### src/rtl/pc_gen.sv
// Fetch program counter with sequential/branch/jump/return selection, a circular
// return-address stack, and a run/step/halt control FSM for the debug unit.
module pc_gen #(
    parameter int                     PC_WIDTH     = 32,
    parameter logic [PC_WIDTH-1:0]    RESET_VECTOR = '0,
    parameter int                     INSTR_BYTES  = 4,
    parameter int                     RAS_DEPTH    = 4
) (
    input  logic                i_clk,
    input  logic                i_reset_n,
    input  logic                i_enable,
    input  logic                i_pc_write,
    input  logic                i_step_mode,
    input  logic                i_step,
    input  logic                i_halt,
    input  logic                i_branch_taken,
    input  logic [PC_WIDTH-1:0] i_branch_target,
    input  logic                i_jump,
    input  logic [PC_WIDTH-1:0] i_jump_target,
    input  logic                i_call,
    input  logic                i_ret,
    input  logic [PC_WIDTH-1:0] i_link_addr,
    output logic [PC_WIDTH-1:0] o_pc,
    output logic [PC_WIDTH-1:0] o_pc_plus,
    output logic                o_halted,
    output logic                o_ras_empty,
    output logic                o_ras_full,
    output logic                o_ras_ovf,
    output logic                o_ras_unf
);
    localparam int PW = $clog2(RAS_DEPTH);

    typedef enum logic [1:0] {S_RUN, S_STEP, S_HALTED} state_t;

    state_t                             state;
    logic [RAS_DEPTH-1:0][PC_WIDTH-1:0] ras;
    logic [PW-1:0]                      ptr, ptr_m1;
    logic [PW:0]                        count;
    logic                               step_q;

    logic                               step_rise, allow, adv, ras_has, jmp_go;
    logic                               do_push, do_pop, do_swap, unf_evt;
    logic [PC_WIDTH-1:0]                next_pc, ras_top;

    assign step_rise = i_step & ~step_q;
    assign allow     = (state == S_RUN) || ((state == S_STEP) && step_rise);
    assign adv       = i_enable & i_pc_write & allow;
    assign ras_has   = (count != '0);
    assign ptr_m1    = ptr - PW'(1);
    assign ras_top   = ras[ptr_m1];

    // Branch outranks jump, so RAS activity needs a non-halting, non-branch jump.
    assign jmp_go  = adv & ~i_halt & ~i_branch_taken & i_jump;
    assign do_push = jmp_go & i_call & ~i_ret;
    assign do_pop  = jmp_go & i_ret & ~i_call & ras_has;
    assign do_swap = jmp_go & i_ret & i_call & ras_has;
    assign unf_evt = jmp_go & i_ret & ~ras_has;

    always_comb begin
        next_pc = o_pc + PC_WIDTH'(INSTR_BYTES);
        if (i_branch_taken)
            next_pc = i_branch_target;
        else if (i_jump && i_ret)
            next_pc = ras_has ? ras_top : i_jump_target;
        else if (i_jump)
            next_pc = i_jump_target;
    end

    always_ff @(posedge i_clk or negedge i_reset_n) begin
        if (!i_reset_n) begin
            state     <= S_RUN;
            o_pc      <= RESET_VECTOR;
            ras       <= '0;
            ptr       <= '0;
            count     <= '0;
            step_q    <= 1'b0;
            o_ras_ovf <= 1'b0;
            o_ras_unf <= 1'b0;
        end else begin
            step_q <= i_step;

            if (adv && i_halt)
                state <= S_HALTED;
            else if (state != S_HALTED)
                state <= i_step_mode ? S_STEP : S_RUN;

            if (adv && !i_halt)
                o_pc <= next_pc;

            // A push into a full stack overwrites the oldest entry: the pointer
            // still advances, only the count saturates.
            if (do_push) begin
                ras[ptr] <= i_link_addr;
                ptr      <= ptr + PW'(1);
                if (count == (PW+1)'(RAS_DEPTH))
                    o_ras_ovf <= 1'b1;
                else
                    count <= count + (PW+1)'(1);
            end
            if (do_pop) begin
                ptr   <= ptr_m1;
                count <= count - (PW+1)'(1);
            end
            if (do_swap)
                ras[ptr_m1] <= i_link_addr;
            if (unf_evt)
                o_ras_unf <= 1'b1;
        end
    end

    assign o_pc_plus   = o_pc + PC_WIDTH'(INSTR_BYTES);
    assign o_halted    = (state == S_HALTED);
    assign o_ras_empty = (count == '0);
    assign o_ras_full  = (count == (PW+1)'(RAS_DEPTH));

endmodule

### config.mk
export PLATFORM = sky130hd
export DESIGN_NAME = pc_gen
export DESIGN_NICKNAME = d
export VERILOG_FILES = /design/src/rtl/pc_gen.sv
export SDC_FILE = /design/constraint.sdc
export NUM_CORES = 1
export LEC_CHECK = 0
export CAP_MARGIN = 20
export CELL_PAD_IN_SITES_DETAIL_PLACEMENT = 0
export CELL_PAD_IN_SITES_GLOBAL_PLACEMENT = 1
export CORE_MARGIN = 3
export CORE_UTILIZATION = 39
export CTS_BUF_LIST = sky130_fd_sc_hd__clkbuf_8
export DETAILED_ROUTE_END_ITERATION = 6
export GPL_ROUTABILITY_DRIVEN = 0
export PLACE_DENSITY_LB_ADDON = 0.1
export SYNTH_ARGS = -nofsm -noshare
export SYNTH_HDL_FRONTEND = slang
export SYNTH_SLANG_ARGS = --single-unit
export TNS_END_PERCENT = 50
### constraint.sdc
create_clock -name i_clk -period 2.7 [get_ports i_clk]
set_input_delay 0.54 -clock i_clk [delete_from_list [all_inputs] [get_ports i_clk]]
set_output_delay 0.54 -clock i_clk [all_outputs]
set_load 0.1 [all_outputs]
==> results of run 1 <==
## sequential cells by signal, summed over array words and instances, names as in the netlist
name,cells
step_q,1
ras,128
o_pc,32
ptr,2
state,2
count,3
o_ras_ovf,1
o_ras_unf,1
## cell families (layout without fill, tap and decap cells)
family                   count (synthesis)  count (layout)  synth area share [%]
adder cells (fa/ha/maj)                  9               9                  1.25
multiplexers                           170             170                  25.1
AND/OR/NAND/NOR                        195             195                  11.0
buffers and inverters                   69             309                  3.31
flip-flops                             170             170                  47.1
AO/OA/AOI/OAI                          125             125                  9.34
XOR/XNOR                                29              29                  2.81
## routing by layer
layer,up-vias,part of all wire [%],GRT usage [%]
li1,3296,-,-
met1,3675,43,30.8
met2,245,49,36.6
met3,29,6.1,4.37
met4,0,1.6,5.82
met5,-,0,0
## worst paths after layout
kind                                             from  depth (start not counted)  slack, ps                     to
worst max-delay path              o_pc[3]$_DFFE_PN0P_                          6       -340          o_pc_plus[28]
max in group asynchronous                   i_reset_n                          2       1810      ras[16]$_DFF_PN0_
worst max register to register     ptr[1]$_DFFE_PN0P_                          8        210   o_pc[22]$_DFFE_PN0P_
min in group i_clk              o_ras_unf$_DFFE_PN0P_                          1        480  o_ras_unf$_DFFE_PN0P_
worst min register to register  o_ras_unf$_DFFE_PN0P_                          1        480  o_ras_unf$_DFFE_PN0P_
worst min-delay path                        i_reset_n                          1         20   o_pc[22]$_DFFE_PN0P_
## synthesized netlist by cell type, drive strengths merged (6+ instances only)
cell	number
dfrtp	170
mux2	130
nand2	67
a21oi	34
mux4	32
nor2	32
clkbuf	31
nand3	25
buf	22
o21ai	19
xnor2	17
inv	15
o22ai	14
xor2	12
nand4	11
nor3	11
nand2b	10
nor4	10
ha	9
mux2i	8
a31oi	6
## timing repair
action                     in CTS  in global routing
buffers inserted               11                  9
resized for setup              17                  8
setup endpoints to repair      18                 18
pin swaps                       9                  9
## cell usage in the layout, fill, tap and decap left out, drive strengths merged, types with 3 or more instances in the layout
cell type	n
mux2i	8
nand3	25
mux2	130
nor3	11
o21ai	19
dfrtp	170
clkbuf	17
or2	5
clkinvlp	3
ha	9
a21oi	34
nor2b	4
o31ai	4
a221oi	5
xnor2	17
o221ai	4
a31o	4
a31oi	6
clkdlybuf4s50	105
and3	5
mux4	32
or3	3
nor2	32
buf	156
o22ai	14
or4	3
nor4	10
nand2	67
nand2b	10
inv	22
a221o	5
xor2	12
a22oi	3
a211oi	4
nand4	11
clkinv	5
a21o	5
## critical path, cell delays in order (launching register included)
cell and delay, ps:
dfrtp_4 470, ha_4 150, nand3_4 70, or4_4 460, or4_4 490, xnor2_4 200, buf_12 190
## power breakdown
part	internal (uW)	switching, uW	leakage [uW]
Sequential	2820	327	0.00225
Clock	785	1100	0.000201
Combinational	1570	3240	0.00328
Total	5170	4660	0.00573
## metrics by stage
step / cell area [um2] / power (uW) / hold WS (ps)
finish: 12900 / 9830 / 19.8
detailed placement: 12300 / 7910 / 457
floorplan: 9550 / 6390 / 244
global route: 12900 / 10200 / 33.5
global placement: 12300 / 7840 / 454
CTS: 12900 / 9860 / 26.3
## final cells by class
class,count,share of cell area (%)
Sequential cell,170,33.5
Inverter,16,0.464
Clock buffer,17,1.81
Timing Repair Buffer,261,21.0
Clock inverter,15,1.39
Tap cell,285,2.76
Multi-Input combinational cell,528,39.1
==> metrics.yaml, run 1 <==
outcome:
  outcome: "finished with violations"
  violations: "setup timing"
worst_setup_path:
  cp_data_required_time_ps: 2160
  worstSetupPathType: "flop to primary output"
  cp-end-kind: "primary output"
  arrival_ps: 2500
  crit_path_max_fanout: 3
  crit_path_start_kind: "flop"
timing:
  finClkSkew_ps: 20.2
  relSlewSlack_pct: 57.5
  slew_viol_final: 0
  rsz0062_at_grt: "true"
  worst_slew_pin_slew_ps: 637
  fmax_mhz: 329
  final.min_clock_period_ps: 3040
  setup_ws_ps: -344
  fin_setup_tns_ps: -3960
  hold_viol: 0
  setup-violations-final: 17
  fin_crit_sh_pct: 113
clocking:
  clock_sinks: 170
  cts_tree: "done"
  htree_levels: 4
  cts_buffers: 17
  ctsHoldBuffers: 0
  insertion_delay_ps: 460
  cts_buffer_depth: 2
  clk_pin_slew_ps: 110
  cts-root-buf: "clkbuf_8"
layout:
  drive_gt1_share_pct: 43.7
  nets: 1110
  fin_util_pct: 57.0
  area_delta_synth_final_pct: 43.4
  final.fill_count: 1907
  multi_input_area_um2: 5060
  n_antenna_cell: 0
  finalNonFillerCells: 1292
  seq_area_um2: 4330
placement:
  dp_hpwl_um: 20500
  port_buffers: 175
  place_ws_ps: -125
  dp.cells: 1241
global_route:
  grt_max_degree: 57
  antenna_found_initial: 0
  grt_usage_pct: 22.4
  grt_overflow: 0
  grt_pass1_vias: 7690
  grt_pass1_wl_um: 43200
logic_synthesis:
  ys_types: 67
  ys_seq_elements: 170
  yosys.area.top_type: "dfrtp_1"
  async_flop_share_pct: 100
  syn_area_um2: 9020
  synth_edf_count: 0
  synth_ff_type: "dfrtp_1"
  synth_area_leaders: "dfrtp_1, mux2_2, mux4_2"
  ys_warn_count: 0
  avgSynthCellArea_um2: 11.8
  syn-num-nets: 883
  ys_seq_area_share_pct: 47.1
  synthCells: 767
  synth_top_area_share_pct: 47.1
floorplan:
  row_count: 55
  ios: 176
  start_util_pct: 39.7
  core_um2: 22700
  die_area_um2: 25000
  fp.dieW_um: 158
  die_y_um: 158
power_and_ir_drop:
  p_per_area_nw_per_um2: 760
  leakagePower_uw: 0.00573
  vdd_ir_drop_max_mv: 0.596
routing:
  totalWireLength_um: 28000
  vias_per_cell: 5.61
  dr.pass1.iters: 5
  vias: 7245
  drc_errors: 0
  drt_iter0_drc: 453
  wl_per_cell_um: 21.7
  ant_nets: 0
job:
  max-cap-violations: 0
worst_hold_path:
  hold_class: "input pin to async pin"
No activity file was read; power rests on OpenSTA's default activity.
==> run 2: changes to the inputs <==
--- a/config.mk
+++ b/config.mk
@@ -11,6 +11,7 @@
 export CORE_MARGIN = 3
 export CORE_UTILIZATION = 39
 export CTS_BUF_LIST = sky130_fd_sc_hd__clkbuf_8
+export CTS_CLUSTER_DIAMETER = 200
 export DETAILED_ROUTE_END_ITERATION = 6
 export GPL_ROUTABILITY_DRIVEN = 0
 export PLACE_DENSITY_LB_ADDON = 0.1
==> constraint.sdc (replaced) <==
create_clock -name i_clk -period 2.8 [get_ports i_clk]
set_input_delay 0.56 -clock i_clk [delete_from_list [all_inputs] [get_ports i_clk]]
set_output_delay 0.56 -clock i_clk [all_outputs]
set_load 0.1 [all_outputs]
==> run 2 against run 1 <==
Net effect:
- the run still ends with setup timing left
- die area did not move
- largest power group unchanged
- global-route usage fell by 0.42 points
- register-to-register slack better by 60 ps
- clock power is 8% lower
==> metrics.yaml, run 2 (same netlist as run 1, synthesis figures left out) <==
outcome:
  outcome: "finished with violations"
  violations: "setup timing"
global_route:
  grt_pass1_vias: 7406  # -3.7%
  grt_max_degree: 68  # +19%
  grt_overflow: 0  # unchanged
  antenna_found_initial: 2  # +2
  grt_usage_pct: 22.0  # -0.42 points
  grt_pass1_wl_um: 42200  # -2.4%
layout:
  regMostFlops: "ras"
  reg.largest.list: "ras: 128 flops, o_pc: 32 flops, count: 3 flops"
  seq_area_um2: 4330  # about the same
  layout_commonest_cell: "dfrtp_1"
  final.fill_count: 1910  # +0.16%
  multi_input_area_um2: 5010  # -1.0%
  area_delta_synth_final_pct: 42.0
  drive_gt1_share_pct: 42.8  # -0.87 points
  nets: 1100  # -0.90%
  largest_reg_flops: 128  # unchanged
  design_area_um2: 12800  # -0.99%
  final_cell_mix: "dfrtp_1, mux2_2, clkdlybuf4s50_1"
  finalNonFillerCells: 1284  # -0.62%
worst_setup_path:
  cp-end-kind: "primary output"
  arrival_ps: 2490  # about the same
  crit_path_start_kind: "flop"
  cp_data_required_time_ps: 2240  # +80 ps
  crit_path_max_fanout: 4  # +1
  worstSetupPathType: "flop to primary output"
placement:
  placed_cell_area_um2: 12100  # -1.2%
  port_buffers: 175  # unchanged
  dp.cells: 1228  # -1.0%
  dp_hpwl_um: 20100  # -2.1%
routing:
  dr.pass1.iters: 5  # unchanged
  ant_nets: 0  # unchanged
  totalWireLength_um: 27300  # -2.6%
  drc_errors: 0  # unchanged
  wl_per_cell_um: 21.3  # -2.0%
  vias_per_cell: 5.58  # -0.50%
  vias: 7164  # -1.1%
  drt_iter0_drc: 418  # -7.7%
timing:
  fmax_mhz: 328
  setup_ws_ps: -250  # +94.1 ps
  final.min_clock_period_ps: 3050
  finClkSkew_ps: 22.1  # +1.85 ps
  slew_viol_final: 0  # unchanged
  hold_viol: 0  # unchanged
  relSlewSlack_pct: 58.4  # +0.95 points
  worst_slew_pin_slew_ps: 623  # -14.2 ps
  rsz0062_at_grt: "true"
  setup-violations-final: 13  # -4
  fin_crit_sh_pct: 109
  timing.hold.ws_ps: 480  # +460 ps
power_and_ir_drop:
  p_total_uw: 9290  # -5.5%
  p_per_area_nw_per_um2: 725  # -4.6%
  leakagePower_uw: 0.00566  # -1.2%
  vdd_ir_drop_max_mv: 0.433  # -27%
floorplan:
  die_area_um2: 25000  # unchanged
  row_count: 55  # unchanged
  core_um2: 22700  # unchanged
  die_y_um: 158  # unchanged
  ios: 176  # unchanged
  fp.dieW_um: 158  # unchanged
  start_util_pct: 39.7  # unchanged
clocking:
  insertion_delay_ps: 460  # about the same
  cts_buffer_depth: 2  # unchanged
  clk_pin_slew_ps: 100  # about the same
  htree_levels: 4  # unchanged
  cts_tree: "done"
  cts-root-buf: "clkbuf_8"
  clock_sinks: 170  # unchanged
  cts_buffers: 17  # unchanged
job:
  max-cap-violations: 0  # unchanged
worst_hold_path:
  hold_class: "flop to flop"
-- run 2: cell count changes in the layout (fill, tap and decap cells not counted), moves of 2 or more --
cell and delta:
buf_4 -9, clkinv_4 +3, clkinv_8 +3, xor2_4 -3, buf_6 -2, diode_2 +2
inv_8 -2, nor3_2 +2, xor2_2 +2
-- run 2: repair_timing --
action / in CTS / in global routing
setup endpoints to repair: 18 / 19
pin swaps: 7 / 5
hold endpoints to repair: 4 / 0
hold buffers: 1 / 0
setup buffers: 17 / 5
resized for setup: 13 / 10
-- run 2: report_power, final --
part           internal (uW)  switching, uW
logic                   1440           3080
registers               2710            322
clock network            680           1050
total                   4840           4460
-- run 2: path summary, 6_finish.rpt --
check	start	to	slack [ps]	cells after the start
setup reg to reg	ptr[1]$_DFFE_PN0P_	o_pc[11]$_DFFE_PN0P_	270	7
min in group asynchronous	i_reset_n	o_pc[24]$_DFFE_PN0P_	600	2
max in group asynchronous	i_reset_n	o_pc[23]$_DFFE_PN0P_	1450	3
hold / removal	o_ras_unf$_DFFE_PN0P_	o_ras_unf$_DFFE_PN0P_	480	1
setup / recovery	o_pc[2]$_DFFE_PN0P_	o_pc_plus[28]	-250	6
hold reg to reg	o_ras_unf$_DFFE_PN0P_	o_ras_unf$_DFFE_PN0P_	480	1
-- run 2: per-stage QoR --
stage	setup TNS, ps	setup slack (ps)	util (%)
final	-1560	-250	56.4
after global routing	-3280	-336	56.4
after CTS	-2140	-288	56.1
after detailed placement	0	1.72	53.3
after global placement	0	48.9	53.3
after floorplan	-4430	-401	-
-- run 2: per-layer routing --
metal	track usage (%)	vias up	share of wire [%]
met3	3.50	26	5.4
met4	6.15	0	1.8
met5	0	-	0
met1	30.7	3610	44
met2	35.8	258	49
li1	-	3270	-
-- run 2: final cells by class --
type | instances | share of cell area, %
antenna | 2 | 0.0391
clock buffer | 17 | 1.83
clock inverter | 15 | 1.42
inverter | 16 | 0.469
multi-input combinational | 528 | 39.1
sequential | 170 | 33.8
tap | 285 | 2.78
timing repair buffer | 251 | 20.6
-- run 2: worst max-delay path, stage by stage, from the launching register on --
cell and delay [ps]:
dfrtp_4 480, ha_4 160, nand3_4 80, or4_4 460
or4_4 490, xnor2_4 180, buf_12 190
==> run 3: changes to the inputs <==
--- a/config.mk
+++ b/config.mk
@@ -5,7 +5,8 @@
 export SDC_FILE = /design/constraint.sdc
 export NUM_CORES = 1
 export LEC_CHECK = 0
-export CAP_MARGIN = 20
+export ABC_AREA = 0
+export CAP_MARGIN = 0
 export CELL_PAD_IN_SITES_DETAIL_PLACEMENT = 0
 export CELL_PAD_IN_SITES_GLOBAL_PLACEMENT = 1
 export CORE_MARGIN = 3
==> results of run 3 <==
Same layout as run 2: the final DEF is identical, and so are final timing and power.
